==> src/rtl/regfile_wb_arbiter_pkg.sv <==
// regfile_wb_arbiter_pkg: shared register-file geometry, controller state type and index helper
package regfile_wb_arbiter_pkg;
    localparam int ADDR_W   = 5;
    localparam int DATA_W   = 32;
    localparam int NUM_REGS = 2 ** ADDR_W;
    typedef enum logic {ST_INIT, ST_RUN} state_e;
    function automatic int wrap_inc(input int i, input int n);
        return (i + 1) % n;
    endfunction
endpackage

==> src/rtl/regfile_wb_arbiter_if.sv <==
// regfile_wb_arbiter_if: writeback requests in, register-file write port out
//  re_init        sweep restart pulse
//  req_valid      per-requester pending write
//  req_reg        per-requester dest reg, slice [i*ADDR_W +: ADDR_W]
//  req_data       per-requester data, slice [i*DATA_W +: DATA_W]
//  req_ready      one-hot grant
//  reg_write      register file write enable
//  write_register register file write address
//  write_data     register file write data
//  init_done      high once the zero sweep has finished
interface regfile_wb_arbiter_if
    import regfile_wb_arbiter_pkg::*;
#(
    parameter int NUM_REQ = 3
) ();
    logic                      re_init;
    logic [NUM_REQ-1:0]        req_valid;
    logic [NUM_REQ*ADDR_W-1:0] req_reg;
    logic [NUM_REQ*DATA_W-1:0] req_data;
    logic [NUM_REQ-1:0]        req_ready;
    logic                      reg_write;
    logic [ADDR_W-1:0]         write_register;
    logic [DATA_W-1:0]         write_data;
    logic                      init_done;
    modport master (
        output re_init, req_valid, req_reg, req_data,
        input  req_ready, reg_write, write_register, write_data, init_done
    );
    modport slave (
        input  re_init, req_valid, req_reg, req_data,
        output req_ready, reg_write, write_register, write_data, init_done
    );
endinterface

==> src/rtl/regfile_wb_arbiter_rr_arbiter.sv <==
// rr_arbiter: combinational round-robin pick, search starts at ptr and wraps
//  valid  request vector
//  ptr    highest-priority index this cycle
//  grant  one-hot winner, zero when nothing is valid
//  winner encoded winner index
//  any    some request was valid
module rr_arbiter #(
    parameter  int N     = 3,
    localparam int IDX_W = $clog2(N)
) (
    input  logic [N-1:0]     valid,
    input  logic [IDX_W-1:0] ptr,
    output logic [N-1:0]     grant,
    output logic [IDX_W-1:0] winner,
    output logic             any
);
    logic [IDX_W-1:0] idx;
    // Scanning from the farthest offset down lets the nearest valid index overwrite earlier hits.
    always_comb begin
        winner = '0;
        any    = 1'b0;
        idx    = '0;
        for (int k = N - 1; k >= 0; k--) begin
            idx = IDX_W'((int'(ptr) + k) % N);
            if (valid[idx]) begin
                winner = idx;
                any    = 1'b1;
            end
        end
        grant = any ? ({{(N-1){1'b0}}, 1'b1} << winner) : '0;
    end
endmodule

==> src/rtl/regfile_wb_arbiter.sv <==
// regfile_wb_arbiter: owns the register-file write port; zero sweep after reset, then round-robin writeback
//  clk    clock, rising edge
//  rst_n  asynchronous active-low reset
//  bus    slave side of regfile_wb_arbiter_if (requests in, write port out)
module regfile_wb_arbiter
    import regfile_wb_arbiter_pkg::*;
#(
    parameter int NUM_REQ = 3
) (
    input logic                  clk,
    input logic                  rst_n,
    regfile_wb_arbiter_if.slave  bus
);
    localparam int IDX_W = $clog2(NUM_REQ);
    state_e            state_q, state_d;
    logic [ADDR_W-1:0] cnt_q, cnt_d;
    logic [IDX_W-1:0]  ptr_q, ptr_d;
    logic              wr_en_q, wr_en_d;
    logic [ADDR_W-1:0] wr_reg_q, wr_reg_d;
    logic [DATA_W-1:0] wr_data_q, wr_data_d;
    logic              init_done_q, init_done_d;
    logic [NUM_REQ-1:0] grant;
    logic [IDX_W-1:0]   winner;
    logic               any;
    logic [ADDR_W-1:0]  win_reg;
    logic [DATA_W-1:0]  win_data;
    rr_arbiter #(.N(NUM_REQ)) u_arb (
        .valid  (bus.req_valid),
        .ptr    (ptr_q),
        .grant  (grant),
        .winner (winner),
        .any    (any)
    );
    assign win_reg  = bus.req_reg[winner*ADDR_W +: ADDR_W];
    assign win_data = bus.req_data[winner*DATA_W +: DATA_W];
    always_comb begin
        state_d       = state_q;
        cnt_d         = cnt_q;
        ptr_d         = ptr_q;
        wr_en_d       = 1'b0;
        wr_reg_d      = wr_reg_q;
        wr_data_d     = wr_data_q;
        init_done_d   = 1'b0;
        bus.req_ready = '0;
        if (state_q == ST_INIT) begin
            if (bus.re_init) begin
                cnt_d = '0;
            end else begin
                wr_en_d   = 1'b1;
                wr_reg_d  = cnt_q;
                wr_data_d = '0;
                cnt_d     = cnt_q + ADDR_W'(1);
                if (cnt_q == ADDR_W'(NUM_REGS - 1)) state_d = ST_RUN;
            end
        end else if (bus.re_init) begin
            state_d = ST_INIT;
            cnt_d   = '0;
        end else begin
            init_done_d = 1'b1;
            // Granting waits for init_done so no requester is served while reg 31 is still going out.
            if (init_done_q && any) begin
                bus.req_ready = grant;
                ptr_d         = IDX_W'(wrap_inc(int'(winner), NUM_REQ));
                // Writes to reg 0 are accepted but dropped so it stays zero.
                if (win_reg != '0) begin
                    wr_en_d   = 1'b1;
                    wr_reg_d  = win_reg;
                    wr_data_d = win_data;
                end
            end
        end
    end
    always_ff @(posedge clk or negedge rst_n) begin
        if (!rst_n) begin
            state_q     <= ST_INIT;
            cnt_q       <= '0;
            ptr_q       <= '0;
            wr_en_q     <= 1'b0;
            wr_reg_q    <= '0;
            wr_data_q   <= '0;
            init_done_q <= 1'b0;
        end else begin
            state_q     <= state_d;
            cnt_q       <= cnt_d;
            ptr_q       <= ptr_d;
            wr_en_q     <= wr_en_d;
            wr_reg_q    <= wr_reg_d;
            wr_data_q   <= wr_data_d;
            init_done_q <= init_done_d;
        end
    end
    assign bus.reg_write      = wr_en_q;
    assign bus.write_register = wr_reg_q;
    assign bus.write_data     = wr_data_q;
    assign bus.init_done      = init_done_q;
endmodule

==> src/flat_wrapper.sv <==
// flat-port wrapper written by rule: the top's interface ports become plain ports
module regfile_wb_arbiter_flat import regfile_wb_arbiter_pkg::*;
#(
    parameter int NUM_REQ = 3
)
  (clk, rst_n, bus_re_init, bus_req_valid, bus_req_reg, bus_req_data, bus_req_ready, bus_reg_write, bus_write_register, bus_write_data, bus_init_done);
  regfile_wb_arbiter_if #(.NUM_REQ(NUM_REQ)) bus_i ();
  input logic clk;
  input logic rst_n;
  input wire logic [$bits(bus_i.re_init)-1:0] bus_re_init;
  input wire logic [$bits(bus_i.req_valid)-1:0] bus_req_valid;
  input wire logic [$bits(bus_i.req_reg)-1:0] bus_req_reg;
  input wire logic [$bits(bus_i.req_data)-1:0] bus_req_data;
  output wire logic [$bits(bus_i.req_ready)-1:0] bus_req_ready;
  output wire logic [$bits(bus_i.reg_write)-1:0] bus_reg_write;
  output wire logic [$bits(bus_i.write_register)-1:0] bus_write_register;
  output wire logic [$bits(bus_i.write_data)-1:0] bus_write_data;
  output wire logic [$bits(bus_i.init_done)-1:0] bus_init_done;
  assign bus_i.re_init = bus_re_init;
  assign bus_i.req_valid = bus_req_valid;
  assign bus_i.req_reg = bus_req_reg;
  assign bus_i.req_data = bus_req_data;
  assign bus_req_ready = bus_i.req_ready;
  assign bus_reg_write = bus_i.reg_write;
  assign bus_write_register = bus_i.write_register;
  assign bus_write_data = bus_i.write_data;
  assign bus_init_done = bus_i.init_done;
  regfile_wb_arbiter #(.NUM_REQ(NUM_REQ)) u_core (.clk(clk), .rst_n(rst_n), .bus(bus_i));
endmodule
==> config.mk <==
export PLATFORM = sky130hd
export DESIGN_NAME = regfile_wb_arbiter_flat
export DESIGN_NICKNAME = d
export VERILOG_FILES = /design/src/rtl/regfile_wb_arbiter_pkg.sv /design/src/rtl/regfile_wb_arbiter_if.sv /design/src/rtl/regfile_wb_arbiter_rr_arbiter.sv /design/src/rtl/regfile_wb_arbiter.sv /design/src/flat_wrapper.sv
export SDC_FILE = /design/constraint.sdc
export NUM_CORES = 1
export LEC_CHECK = 0
export CAP_MARGIN = 10
export CORE_AREA = 10 10 124 126
export CTS_CLUSTER_DIAMETER = 50
export DETAILED_ROUTE_END_ITERATION = 8
export DIE_AREA = 0 0 134 136
export PLACE_DENSITY = 0.54
export SLEW_MARGIN = 20
export SYNTH_ARGS = -nofsm -noshare
export SYNTH_HDL_FRONTEND = slang
export SYNTH_HIERARCHICAL = 1
export SYNTH_SLANG_ARGS = --single-unit
==> constraint.sdc <==
create_clock -name clk -period 7.3 [get_ports clk]
set_input_delay 2.19 -clock clk [delete_from_list [all_inputs] [get_ports clk]]
set_output_delay 2.19 -clock clk [all_outputs]
set_load 0.05 [all_outputs]
==> results of run 1 <==
logic make-up (layout without fill, tap and decap cells):
family / Yosys count / after routing
multiplexers: 74 / 74
AO/OA/AOI/OAI: 60 / 60
AND/OR/NAND/NOR: 143 / 143
flip-flops: 47 / 47
XOR/XNOR: 3 / 3
buffers and inverters: 36 / 182
adder cells (fa/ha/maj): 6 / 6
worst paths after layout:
| kind | start | cells past startpoint | slack (ps) | to |
|---|---|---|---|---|
| worst max register to register | u_core/ptr_q[1] | 13 | 3460 | u_core/bus.write_data[26] |
| min in group asynchronous | rst_n | 1 | 1910 | u_core/bus.write_data[24] |
| worst min-delay path | u_core/bus.write_data[16] | 2 | 520 | u_core/bus.write_data[16] |
| worst min register to register | u_core/bus.write_data[16] | 2 | 520 | u_core/bus.write_data[16] |
| worst max-delay path | bus_req_valid[1] | 8 | 880 | bus_req_ready[1] |
| max in group asynchronous | rst_n | 1 | 4970 | u_core/bus.write_data[10] |
placed cells by master, fill, tap and decap left out, types with 2 or more instances in the layout:
master | Yosys | layout
mux2_1 | 2 | 2
ha_1 | 6 | 6
buf_4 | 0 | 9
o21ai_1 | 3 | 2
nand3_1 | 3 | 3
mux2i_1 | 71 | 71
nand2_1 | 113 | 113
clkdlybuf4s50_1 | 0 | 154
nor2b_1 | 5 | 4
inv_1 | 9 | 9
a2bb2oi_1 | 4 | 4
o21ai_0 | 40 | 39
nor2_1 | 10 | 10
o21ai_4 | 1 | 3
clkbuf_16 | 0 | 5
xor2_1 | 2 | 2
and2_1 | 4 | 4
dfrtp_1 | 47 | 47
a221o_1 | 4 | 4
per-stage QoR:
stage               cell area, um^2  hold WS [ps]  utilization (%)  instances
floorplan                      3160           488                -        369
global placement               4900           512             37.8        683
detailed placement             4900           518             37.8        683
CTS                            5050           528             38.9        691
global route                   5050           549             38.9        691
finish                         5050           525             38.9        691
report_power, final:
part	switching (mW)	total [mW]	internal [mW]
sequential	0.00364	0.268	0.264
combinational	0.0668	0.152	0.0857
clock	0.0975	0.224	0.127
layout make-up:
class / count / area [um^2]
inverters: 10 / 37.5
clock inverters: 2 / 12.5
multi-input cells: 286 / 1840
flip-flops and latches: 47 / 1180
clock buffers: 6 / 129
fillers: 1358 / 7930
repair buffers: 164 / 1630
well taps: 176 / 220
per-layer routing:
layer / part of all wire (%) / track usage, % / vias to the layer above
met4: 1.2 / 3.02 / 0
met5: 0 / 0 / -
li1: - / - / 1540
met1: 42 / 12.9 / 1465
met2: 48 / 20.1 / 104
met3: 8.3 / 4.87 / 11
worst reg2reg max path: cells and delay by family (launching register included):
family	cells	cell delay (ps)
muxes	2	500
DFF	1	410
adders and majority gates	1	290
AOI/OAI and AO/OA	4	1320
and+or+nand+nor	2	450
buffers and inverters	4	800
registers in the layout (all words and copies together) (netlist names):
name                       count
u_core/bus.write_data         32
u_core/bus.write_register      5
u_core/cnt_q                   5
u_core/ptr_q                   2
u_core/bus.init_done           1
u_core/bus.reg_write           1
u_core/state_q                 1
==> flow_metrics.env, run 1 <==
export IMPL_worstPathCellList="clkdlybuf4s50_1, nand2_1, a21o_2, nand3_1, nand2_1, nor2b_1, and2_1, buf_4"
export IMPL_die_width_um=134
export IMPL_critPathLaunchType="primary input"
export IMPL_end_kind="primary output"
export IMPL_setup_tns_ps=0
export IMPL_synth_main_ff_cell="dfrtp_1"
export IMPL_area_growth_pct=59.5
export IMPL_ys_warn_count=6
export IMPL_cp_slowest_stage_delay_ps=540
export IMPL_drv_cap=0
export IMPL_clk_insertion_delay_late_ps=290
export IMPL_antenna_cells=0
export IMPL_fin_crit_ps=6420
export IMPL_syn_num_nets=492
export IMPL_fin_crit_sh_pct=87.9
export IMPL_antenna_found_initial=0
export IMPL_hp_class="register to register"
export IMPL_numPortBuffers=158
export IMPL_fin_ws_ps=880
export IMPL_cts_root_buf="clkbuf_16"
export IMPL_drive_above_1_share_pct=5.05
export IMPL_finClkSkew_ps=3.53
export IMPL_synth_avg_cell_area_um2=8.58
export IMPL_grt_pass1_wl_um=17200
export IMPL_crit_fanout=10
export IMPL_hold_violations=0
export IMPL_critPathArrivalTime_ps=4230
export IMPL_synth_simple_gate_area_share_pct=18.6
export IMPL_power_density_mw_per_mm2=128
export IMPL_rows=42
export IMPL_tightest_slew_ps=989
export IMPL_synth_edff_count=0
export IMPL_synth_async_reset_ratio_pct=100
export IMPL_dp_hpwl_um=8360
export IMPL_grt_start_max_net_pins=48
export IMPL_clock_sinks=47
export IMPL_routed_wl_um=10900
export IMPL_synthTopCellsByArea="dfrtp_1 (37%), mux2i_1 (22%), nand2_1 (13%), o21ai_0 (6.3%), ha_1 (2.4%)"
export IMPL_synthMuxAreaShare_pct=23.5
export IMPL_synth_xor_area_share_pct=0.830
export IMPL_rsz0062_at_grt="no"
export IMPL_slew_violations=0
export IMPL_setup_viol=0
export IMPL_place_ws_ps=875
export IMPL_grt_pass1_vias=3381
export IMPL_io_pins=159
export IMPL_ctsHoldBuffers=0
export IMPL_clock_path_buffers=2
export IMPL_synth_fa_ha_area_share_pct=2.37
export IMPL_synth_top_family_by_area="multiplexers"
export IMPL_first_pass_iters=4
export IMPL_drc=0
export IMPL_start_util_pct=24.4
export IMPL_power_mw=0.644
export IMPL_core_region_area_mm2=0.0130
export IMPL_netlist_instances=369
export IMPL_viasPerCell=4.52
export IMPL_cts_clk_slew_worst_paths_ps=60
export IMPL_cts_tree="built"
export IMPL_crit_type="primary input to primary output"
export IMPL_cts_setup_buffers=0
export IMPL_synth_top_area_share_pct=37.2
export IMPL_yosys_top_cells_count="nand2_1 (113), mux2i_1 (71), dfrtp_1 (47), o21ai_0 (40), clkbuf_1 (17)"
export IMPL_gp_congestion=0.788
export IMPL_crit_slowest_cell="clkdlybuf4s50_1"
export IMPL_cp_common_cell="nand2_1"
export IMPL_synth_top_area_cell="dfrtp_1"
export IMPL_synth_distinct_cells=39
export IMPL_cts_max_level=2
export IMPL_grt_ovfl_total=0
export IMPL_ir_worst_vdd_uv=67.2
export IMPL_drtIter0Drc=81
export IMPL_yosysSeqAreaShare_pct=37.2
export IMPL_cpLargestDelayFamily="simple AND/OR/NAND/NOR gates"
export IMPL_syn_area_mm2=0.00316
export IMPL_post_drt_wl_per_cell_um=15.7
export IMPL_synth_seq_cells=47
export IMPL_run_status="completed"
export IMPL_vias=3120
export IMPL_crit_buf_inv=2
export IMPL_max_freq_mhz=156
export IMPL_p_leak_nw=2.14
export IMPL_track_usage_pct=11.6
export IMPL_ant_nets=0
export IMPL_synth_compound_area_share_pct=11.9
export IMPL_cts_resized=0
export IMPL_cp_required_ps=5110
export IMPL_relSlewSlack_pct=33.8
export IMPL_cts_buffers=5
export IMPL_synth_most_common_cell="nand2_1"
export IMPL_dieArea_mm2=0.0182
export IMPL_die_height_um=136
export IMPL_nets=637
No activity file was read; power rests on OpenSTA's default activity.
==> run 2: changes to the inputs <==
CELL_PAD_IN_SITES_DETAIL_PLACEMENT = 1   (was default)
CELL_PAD_IN_SITES_GLOBAL_PLACEMENT = 2   (was default)
CORE_AREA = 10 10 126 128   (was 10 10 124 126)
DIE_AREA = 0 0 136 138   (was 0 0 134 136)
PLACE_DENSITY = 0.86   (was 0.54)
==> flow_metrics.env, run 2 (synthesis results as in run 1) <==
export IMPL_drc=0
export IMPL_grt_pass1_wl_um=19500
export IMPL_drv_cap=0
export IMPL_rows=43
export IMPL_run_status="completed"
export IMPL_clock_sinks=47
export IMPL_cts_root_buf="clkbuf_16"
export IMPL_place_ws_ps=816
export IMPL_utilization_pct=37.4
export IMPL_r2r_start="u_core/ptr_q[0]"
export IMPL_cp_common_cell="nand2_1"
export IMPL_nets=638
export IMPL_grt_start_max_net_pins=48
export IMPL_worstPathCellList="clkdlybuf4s50_1, nand2_1, a21oi_1, a221oi_2, nand3_1, nand2_1, nor2b_1, and2_1, buf_4"
export IMPL_worst_r2r_setup_slack_ps=3050
export IMPL_placed_cells=688
export IMPL_antenna_found_initial=0
export IMPL_io_pins=159
export IMPL_cp_required_ps=5110
export IMPL_final_cells=695
export IMPL_grt_pass1_vias=3558
export IMPL_grt_ovfl_total=0
export IMPL_fin_crit_ps=6470
export IMPL_min_from="u_core/bus.write_data[26]"
export IMPL_cts_tree="built"
export IMPL_tightest_slew_ps=761
export IMPL_routed_wl_um=12300
export IMPL_setup_viol=0
export IMPL_ctsHoldBuffers=0
export IMPL_rr_worst_depth=13
export IMPL_setup_tns_ps=0
export IMPL_numPortBuffers=158
export IMPL_critPathLaunchType="primary input"
export IMPL_vias=3194
export IMPL_ant_nets=0
export IMPL_crit_type="primary input to primary output"
export IMPL_slew_violations=0
export IMPL_cts_clk_slew_worst_paths_ps=60
export IMPL_track_usage_pct=12.8
export IMPL_fin_crit_sh_pct=88.7
export IMPL_drtIter0Drc=98
export IMPL_p_leak_nw=2.15
export IMPL_die_width_um=136
export IMPL_die_height_um=138
export IMPL_holdPathEnd="u_core/bus.write_data[26]"
export IMPL_fill_cells=1597
export IMPL_seq_area_mm2=0.00118
export IMPL_cts_resized=0
export IMPL_crit_fanout=10
export IMPL_core_region_area_mm2=0.0135
export IMPL_fin_ws_ps=828
export IMPL_antenna_cells=0
export IMPL_largest_reg_flops=32
export IMPL_hold_violations=0
export IMPL_crit_slowest_cell="clkdlybuf4s50_1"
export IMPL_clk_insertion_delay_late_ps=290
export IMPL_clock_path_buffers=2
export IMPL_rsz0062_at_grt="no"
export IMPL_dieArea_mm2=0.0188
export IMPL_gp_congestion=0.795
export IMPL_hp_class="register to register"
export IMPL_r2r_end="u_core/bus.write_data[19]"
export IMPL_layout_commonest_cell="clkdlybuf4s50_1"
export IMPL_post_drt_wl_per_cell_um=17.7
export IMPL_first_pass_iters=4
export IMPL_end_kind="primary output"
export IMPL_relSlewSlack_pct=49.2
export IMPL_viasPerCell=4.60
export IMPL_power_mw=0.681
export IMPL_dp_hpwl_um=9810
export IMPL_area_growth_pct=59.8
export IMPL_cts_buffers=5
export IMPL_cts_max_level=2
export IMPL_finClkSkew_ps=6.39
export IMPL_critPathArrivalTime_ps=4280
export IMPL_cp_slowest_stage_delay_ps=560
export IMPL_final_cell_mix="clkdlybuf4s50_1 (154), nand2_1 (113), mux2i_1 (71)"
export IMPL_cts_setup_buffers=0
export IMPL_max_freq_mhz=155
export IMPL_min_path_cells=2
export IMPL_multi_input_area_mm2=0.00183
export IMPL_ir_worst_vdd_uv=68.7
export IMPL_start_util_pct=23.4
export IMPL_power_density_mw_per_mm2=135
export IMPL_drive_above_1_share_pct=5.05
-- run 2: per-stage QoR --
| step | area, um^2 | hold slack [ps] |
|---|---|---|
| after CTS | 5050 | 531 |
| final | 5060 | 529 |
| after global routing | 5060 | 557 |
| after floorplan | 3160 | 488 |
| after global placement | 4890 | 512 |
| after detailed placement | 4890 | 522 |
-- run 2: worst max-delay path by stage --
stage,from,to
after CTS,bus_req_valid[2],bus_req_ready[0]
after global routing,bus_req_valid[2],bus_req_ready[2]
after floorplan,bus_req_valid[1],bus_req_ready[0]
after detailed placement,bus_req_valid[2],bus_req_ready[0]
after global placement,bus_req_valid[1],bus_req_ready[1]
final,bus_req_valid[2],bus_req_ready[0]
-- run 2: report_power, final --
part	switching [mW]	total, mW	leakage (nW)	internal, mW
combinational	0.0700	0.156	1.42	0.0862
sequential	0.00383	0.268	0.650	0.264
clock	0.0970	0.257	0.0769	0.160
total	0.171	0.681	2.15	0.510
-- run 2: area by class of cell --
| cell class | count | area share [%] |
|---|---|---|
| Timing Repair Buffer | 165 | 32.1 |
| Tap cell | 180 | 4.45 |
| Sequential cell | 47 | 23.3 |
| Inverter | 10 | 0.742 |
| Multi-Input combinational cell | 286 | 36.3 |
| Clock buffer | 6 | 2.55 |
| Clock inverter | 1 | 0.594 |
-- run 2: metal layers --
layer / vias to the layer above / global-route usage (%) / share of wire (%)
met3: 6 / 3.55 / 6.1
li1: 1539 / - / -
met2: 92 / 23.1 / 52
met5: - / 0 / 0
met4: 0 / 2.86 / 0.77
met1: 1557 / 14.6 / 41
-- run 2: worst max-delay path: cells and delay by family --
family                 cells  cell delay, ps
buffers and inverters      2             760
and+or+nand+nor            5            1090
AOI/OAI and AO/OA          2             250
